## config.mk

```make
export PLATFORM = sky130hd
export DESIGN_NAME = cache_ctrl
export DESIGN_NICKNAME = d
export VERILOG_FILES = /design/src/rtl/cache_ctrl_pkg.sv /design/src/rtl/cache_ctrl_lru.sv /design/src/rtl/cache_ctrl.sv
export SDC_FILE = /design/constraint.sdc
export NUM_CORES = 2
export LEC_CHECK = 0
export BUFFER_PORTS_ARGS = -buffer_cell sky130_fd_sc_hd__buf_4
export CORE_ASPECT_RATIO = 1.75
export CORE_MARGIN = 2
export CORE_UTILIZATION = 25
export DETAILED_ROUTE_END_ITERATION = 12
export PLACE_DENSITY = 0.45
export SYNTH_ARGS = -nofsm -noshare
export SYNTH_HDL_FRONTEND = slang
export SYNTH_HIERARCHICAL = 1
export SYNTH_SLANG_ARGS = --single-unit
```

## constraint.sdc

```tcl
create_clock -name clk -period 11.6 [get_ports clk]
set_input_delay 1.16 -clock clk [delete_from_list [all_inputs] [get_ports clk]]
set_output_delay 1.16 -clock clk [all_outputs]
set_load 0.005 [all_outputs]
```

## src/rtl/cache_ctrl_pkg.sv

```systemverilog
// Shared widths, table-entry layout, write-type encodings and FSM states
// for the 2-way set-associative data cache controller.
package cache_ctrl_pkg;

  localparam int INDEX_W  = 8;
  localparam int OFFSET_W = 4;
  localparam int TAG_W    = 20;
  localparam int LINE_W   = 128;
  localparam int ENTRY_W  = TAG_W + 2 + LINE_W;
  localparam int SETS     = 1 << INDEX_W;

  typedef enum logic [1:0] {
    WT_READ = 2'b00,
    WT_PART = 2'b01,
    WT_FULL = 2'b10
  } w_type_e;

  typedef enum logic [2:0] {
    INIT,
    IDLE,
    LOOKUP,
    WB,
    RD,
    REFILL
  } state_e;

  // Matches the 150-bit table entry: {tag, valid, dirty, data}
  typedef struct packed {
    logic [TAG_W-1:0]  tag;
    logic              valid;
    logic              dirty;
    logic [LINE_W-1:0] data;
  } entry_t;

  function automatic logic [31:0] line_word(input logic [LINE_W-1:0] line,
                                            input logic [1:0] word);
    return line[word*32 +: 32];
  endfunction

endpackage

```

## src/rtl/cache_ctrl_lru.sv

```systemverilog
// True-LRU state for a 2-way cache: one bit per set naming the way to evict next.
module cache_lru
  import cache_ctrl_pkg::*;
(
  input  logic               clk,
  input  logic               rst,
  input  logic [INDEX_W-1:0] idx,
  output logic               lru_way,
  input  logic               upd_en,
  input  logic [INDEX_W-1:0] upd_idx,
  input  logic               mru_way
);

  logic [SETS-1:0] lru;

  always_ff @(posedge clk) begin
    if (rst) begin
      lru <= '0;
    end else if (upd_en) begin
      lru[upd_idx] <= ~mru_way;
    end
  end

  assign lru_way = lru[idx];

endmodule

```

## src/rtl/cache_ctrl.sv

```systemverilog
// Blocking 2-way set-associative cache controller: lookup, hit update,
// dirty writeback, line refill and post-reset invalidation sweep.
module cache_ctrl
  import cache_ctrl_pkg::*;
(
  input  logic                clk,
  input  logic                rst,
  input  logic                cpu_req,
  input  logic                cpu_wr,
  input  logic [31:0]         cpu_addr,
  input  logic [3:0]          cpu_wstrb,
  input  logic [31:0]         cpu_wdata,
  output logic                cpu_addr_ok,
  output logic                cpu_data_ok,
  output logic [31:0]         cpu_rdata,
  output logic                tbl_req,
  output logic [INDEX_W-1:0]  tbl_r_index,
  output logic                tbl_way,
  output logic [INDEX_W-1:0]  tbl_w_index,
  output logic [1:0]          tbl_w_type,
  output logic [OFFSET_W-1:0] tbl_offset,
  output logic [3:0]          tbl_wstrb,
  output logic [ENTRY_W-1:0]  tbl_w_data,
  input  logic [2*ENTRY_W-1:0] tbl_r_data,
  output logic                rd_req,
  output logic [31:0]         rd_addr,
  input  logic                rd_rdy,
  input  logic                ret_valid,
  input  logic                ret_last,
  input  logic [31:0]         ret_data,
  output logic                wr_req,
  output logic [31:0]         wr_addr,
  output logic [LINE_W-1:0]   wr_data,
  input  logic                wr_rdy
);

  function automatic logic [LINE_W-1:0] merge_line(input logic [LINE_W-1:0] line,
                                                   input logic [1:0]        word,
                                                   input logic [3:0]        strb,
                                                   input logic [31:0]       data);
    logic [LINE_W-1:0] r;
    r = line;
    for (int b = 0; b < 4; b++) begin
      if (strb[b]) r[word*32 + b*8 +: 8] = data[b*8 +: 8];
    end
    return r;
  endfunction

  state_e state, state_nxt;
  logic [INDEX_W:0]   init_cnt;
  logic [1:0]         beat;

  logic [31:0]        req_addr;
  logic               req_wr;
  logic [3:0]         req_wstrb;
  logic [31:0]        req_wdata;
  logic               vic_way;
  logic [TAG_W-1:0]   vic_tag;
  logic [LINE_W-1:0]  vic_data;
  logic [LINE_W-1:0]  line_buf;

  logic [TAG_W-1:0]   req_tag;
  logic [INDEX_W-1:0] req_idx;
  logic [1:0]         req_word;
  entry_t             way0_e, way1_e, miss_e;
  logic               hit0, hit1, hit, miss_way, lru_way;
  logic [LINE_W-1:0]  hit_line, fill_line, final_line;
  logic               lru_en, lru_mru;

  assign req_tag  = req_addr[31:12];
  assign req_idx  = req_addr[11:4];
  assign req_word = req_addr[3:2];

  assign way0_e   = tbl_r_data[ENTRY_W-1:0];
  assign way1_e   = tbl_r_data[2*ENTRY_W-1:ENTRY_W];
  assign hit0     = way0_e.valid && (way0_e.tag == req_tag);
  assign hit1     = way1_e.valid && (way1_e.tag == req_tag);
  assign hit      = hit0 || hit1;
  assign hit_line = hit1 ? way1_e.data : way0_e.data;

  // Prefer an empty way before consulting LRU
  assign miss_way = !way0_e.valid ? 1'b0 : (!way1_e.valid ? 1'b1 : lru_way);
  assign miss_e   = miss_way ? way1_e : way0_e;

  always_comb begin
    fill_line = line_buf;
    fill_line[beat*32 +: 32] = ret_data;
    final_line = req_wr ? merge_line(fill_line, req_word, req_wstrb, req_wdata) : fill_line;
  end

  cache_lru u_lru (
    .clk     (clk),
    .rst     (rst),
    .idx     (req_idx),
    .lru_way (lru_way),
    .upd_en  (lru_en),
    .upd_idx (req_idx),
    .mru_way (lru_mru)
  );

  always_ff @(posedge clk) begin
    if (rst) begin
      state    <= INIT;
      init_cnt <= '0;
      beat     <= '0;
    end else begin
      state <= state_nxt;
      if (state == INIT) init_cnt <= init_cnt + 1'b1;
      if (state == RD) beat <= '0;
      else if (state == REFILL && ret_valid) beat <= beat + 1'b1;
    end
  end

  always_ff @(posedge clk) begin
    if (state == IDLE && cpu_req) begin
      req_addr  <= cpu_addr;
      req_wr    <= cpu_wr;
      req_wstrb <= cpu_wstrb;
      req_wdata <= cpu_wdata;
    end
    if (state == LOOKUP) begin
      vic_way  <= miss_way;
      vic_tag  <= miss_e.tag;
      vic_data <= miss_e.data;
    end
    if (state == REFILL && ret_valid) line_buf <= fill_line;
  end

  always_comb begin
    state_nxt   = state;
    cpu_addr_ok = 1'b0;
    cpu_data_ok = 1'b0;
    cpu_rdata   = '0;
    tbl_req     = 1'b0;
    tbl_r_index = '0;
    tbl_way     = 1'b0;
    tbl_w_index = '0;
    tbl_w_type  = WT_READ;
    tbl_offset  = '0;
    tbl_wstrb   = '0;
    tbl_w_data  = '0;
    rd_req      = 1'b0;
    rd_addr     = '0;
    wr_req      = 1'b0;
    wr_addr     = '0;
    wr_data     = '0;
    lru_en      = 1'b0;
    lru_mru     = 1'b0;
    // Everything stays quiet during the reset cycle itself
    if (!rst) begin
      case (state)
        INIT: begin
          tbl_req     = 1'b1;
          tbl_w_type  = WT_FULL;
          tbl_way     = init_cnt[0];
          tbl_w_index = init_cnt[INDEX_W:1];
          if (&init_cnt) state_nxt = IDLE;
        end
        IDLE: begin
          cpu_addr_ok = cpu_req;
          if (cpu_req) begin
            tbl_req     = 1'b1;
            tbl_r_index = cpu_addr[11:4];
            state_nxt   = LOOKUP;
          end
        end
        LOOKUP: begin
          if (hit) begin
            cpu_data_ok = 1'b1;
            lru_en      = 1'b1;
            lru_mru     = hit1;
            state_nxt   = IDLE;
            if (req_wr) begin
              tbl_req     = 1'b1;
              tbl_w_type  = WT_FULL;
              tbl_way     = hit1;
              tbl_w_index = req_idx;
              tbl_offset  = req_addr[3:0];
              tbl_wstrb   = req_wstrb;
              tbl_w_data  = {req_tag, 1'b1, 1'b1,
                             merge_line(hit_line, req_word, req_wstrb, req_wdata)};
            end else begin
              cpu_rdata = line_word(hit_line, req_word);
            end
          end else begin
            state_nxt = (miss_e.valid && miss_e.dirty) ? WB : RD;
          end
        end
        WB: begin
          wr_req  = 1'b1;
          wr_addr = {vic_tag, req_idx, 4'b0};
          wr_data = vic_data;
          if (wr_rdy) state_nxt = RD;
        end
        RD: begin
          rd_req  = 1'b1;
          rd_addr = {req_tag, req_idx, 4'b0};
          if (rd_rdy) state_nxt = REFILL;
        end
        REFILL: begin
          if (ret_valid && ret_last) begin
            tbl_req     = 1'b1;
            tbl_w_type  = WT_FULL;
            tbl_way     = vic_way;
            tbl_w_index = req_idx;
            tbl_offset  = req_addr[3:0];
            tbl_wstrb   = req_wr ? req_wstrb : 4'b0;
            tbl_w_data  = {req_tag, 1'b1, req_wr, final_line};
            lru_en      = 1'b1;
            lru_mru     = vic_way;
            cpu_data_ok = 1'b1;
            if (!req_wr) cpu_rdata = line_word(fill_line, req_word);
            state_nxt   = IDLE;
          end
        end
        default: state_nxt = INIT;
      endcase
    end
  end

  refill_last_on_fourth_beat: assert property (@(posedge clk) disable iff (rst)
    (state == REFILL && ret_valid && ret_last) |-> (beat == 2'd3));

endmodule

```

==> impl_metrics.json <==
{
  "status": "completed",
  "drc": 0,
  "layout-drive-gt1-share": 0.256,
  "synthAdderAreaFrac": 0.00405,
  "pre_cts_ws_ns": 5.62,
  "numCtsBuffers": 72,
  "multi_input_area_um2": 19200,
  "synth_top_family_by_area": "compound AO/OA/AOI/OAI gates",
  "synth_top_cell_by_area": "edfxtp_1",
  "stdcell_area_um2": 47300,
  "grt_pass1_wl_um": 284000,
  "grt-ovfl-total": 0,
  "nets": 5024,
  "worstSkewPairLatency_ns": 0.68,
  "mostFrequentLayoutCells": "buf_4 (890), a21oi_1 (693), nand2_1 (537), edfxtp_1 (346), dfxtp_1 (270)",
  "netlist-cell-type-count": 76,
  "drv_slew": 0,
  "worstPathMaxFanout": 59,
  "slew_headroom": 0.0678,
  "syn_area_um2": 37100,
  "worst_slew_pin_slew_ns": 1.40,
  "setup_viol": 0,
  "synth-seq-area-share": 0.426,
  "worst_setup_path_start_kind": "flip-flop",
  "startpoint": "req_addr[2]",
  "synth.top_cell.area_share": 0.280,
  "numClockSinks": 616,
  "die_width_um": 295,
  "dp_hpwl_um": 154000,
  "min_to": "u_lru/lru[205]",
  "coreArea_um2": 148000,
  "min_period_over_period": 0.538,
  "fin_crit_ns": 6.24,
  "cts-root-buf": "clkbuf_16",
  "path_class": "flip-flop to output pin",
  "io_pins": 814,
  "area_growth_pct": 27.5,
  "postLayoutSetupSlackWorst_ns": 5.36,
  "route.vias.total": 36400,
  "dpl_cell_area_um2": 44800,
  "wl_um": 209000,
  "clkTransAtPathRegs_ns": 0.06,
  "cts_setup_buffers": 0,
  "port_buffers": 804,
  "synth_top_flop_cell": "edfxtp_1",
  "drv_cap": 0,
  "cp_data_arrival_time_ns": 5.08,
  "firstDrtPassIters": 6,
  "via_per_inst": 5.47,
  "async_flop_share": 0,
  "synth-compound-area-share": 0.224,
  "fin_setup_tns_ns": 0,
  "peakVddDrop_mv": 0.0948,
  "min_from": "u_lru/lru[205]",
  "ctsHoldBuffers": 0,
  "fmax_mhz": 160,
  "cts_resized": 0,
  "synth_xor_area_frac": 0.0106,
  "hold_path.class": "flip-flop to flip-flop",
  "grt_usage": 0.265,
  "rsz0062_at_grt": "false",
  "synth_edf_count": 346,
  "antenna_found_initial": 32,
  "synth_mux_area_frac": 0.119,
  "grt_pass1_vias": 34600,
  "crit_path_end_kind": "output pin",
  "initial_core_util": 0.251,
  "syn_inst": 4035,
  "crit-reg2reg-launch": "req_addr[4]",
  "reg2reg_to": "vic_data[30]",
  "synth.area.top_cells": "edfxtp_1 (28%), dfxtp_1 (15%), a21oi_1 (9.3%)",
  "finalHoldViolations": 0,
  "worst_ep_required_time_ns": 10.44,
  "finalClockSkew_ns": 0.0475,
  "die_h_um": 514,
  "n_fill_cell": 15700,
  "cts_htree_levels": 3,
  "drt_iter0_drc": 4086,
  "die_area_um2": 152000,
  "grt_max_degree": 256,
  "ys_warn_count": 6,
  "place_congestion": 0.979,
  "synthSimpleGateAreaFrac": 0.154,
  "r2r_cells": 13,
  "synth_seq_cells": 616,
  "cts_tree": "built",
  "p_leak_nw": 18.8,
  "powerDensity_nw_per_um2": 125,
  "clockBufferDepth": 3,
  "mostFrequentLayoutCell": "buf_4",
  "min_delay_path_depth": 2,
  "register_area_um2": 15800,
  "wl_per_cell_um": 31.4,
  "row_count": 187,
  "r2r_slack_ns": 5.65,
  "ant_nets": 0,
  "postSynthAreaPerCell_um2": 9.20
}
==> final cells by class <==
type                            count  area share
Timing Repair Buffer              895       0.143
Antenna cell                       16    0.000846
Tap cell                         1984      0.0524
Inverter                          142      0.0115
Sequential cell                   616       0.334
Clock buffer                      100      0.0420
Clock inverter                     29     0.00997
Multi-Input combinational cell   2877       0.406
==> per-stage QoR <==
step	hold WS, ns	total power (W)	utilization	std cells
2_1_floorplan	0.471	0.00299	-	4043
3_3_place_gp	0.499	0.00345	0.303	6514
3_5_place_dp	0.506	0.00345	0.303	6514
4_1_cts	0.517	0.00594	0.320	6643
5_1_grt	0.531	0.00607	0.320	6652
6_report	0.512	0.00590	0.320	6659
==> routing by layer <==
layer	part of all wire	GRT usage
met5	0.00063	0
met4	0.058	0.142
met3	0.092	0.0572
met2	0.45	0.418
met1	0.40	0.336
==> cells in the mapped netlist (6+ instances only) <==
master and number:
a21oi_1 693, nand2_1 538, edfxtp_1 346, clkbuf_1 314
dfxtp_1 270, a311oi_1 256, and2_1 225, mux2i_1 213
nor2_1 160, inv_1 140, nor2b_1 132, a22o_1 81
mux4_2 77, o21ai_0 68, buf_2 46, nand3_1 45
o22ai_1 41, mux2_2 38, xnor2_1 34, o22ai_2 30
nor3_1 27, a22oi_1 21, buf_4 21, a221o_1 18
a2bb2oi_1 15, nand4_1 14, ha_1 12, xor2_1 11
a31oi_1 10, and3_1 10, buf_1 10, buf_6 10
o21ai_1 10, a221oi_1 8, nand2b_1 8, nor4_1 6
==> critical path: stages, from the launching register on <==
cell      delay, ns
edfxtp_1       0.90
buf_12         0.45
ha_1           0.59
nand2_1        0.54
nor2_1         1.08
a31oi_1        0.26
o22ai_2        0.33
buf_4          0.18
==> cells by family after synthesis <==
| family | after synthesis |
|---|---|
| adder cells (fa/ha/maj) | 12 |
| AO/OA/AOI/OAI | 1280 |
| multiplexers | 333 |
| AND/OR/NAND/NOR | 1198 |
| other | 1 |
| XOR/XNOR | 45 |
| flip-flops | 616 |
| buffers and inverters | 550 |
==> flip-flops by register name, summed over array words and instances (netlist names), 4 cells and up <==
name	flops
u_lru/lru	256
line_buf	128
vic_data	128
req_addr	32
req_wdata	32
vic_tag	20
init_cnt	9
req_wstrb	4
==> power by group <==
group	leakage (nW)	internal, W	total (W)	switching (W)
Sequential	5.19	0.00239	0.00250	0.000107
Combinational	12.4	0.000323	0.000923	0.000600
Clock	1.19	0.00143	0.00248	0.00104
Total	18.8	0.00415	0.00590	0.00175
==> worst max path at each step <==
stage,endpoint,slack [ns],depth (start not counted)
floorplan,tbl_w_data[121],4.05,6
global placement,tbl_w_index[1],5.63,9
detailed placement,tbl_w_index[1],5.62,9
CTS,tbl_w_data[32],5.32,7
global route,tbl_w_data[113],5.23,8
finish,tbl_w_data[32],5.36,7
(Power assumes the default switching activity.)
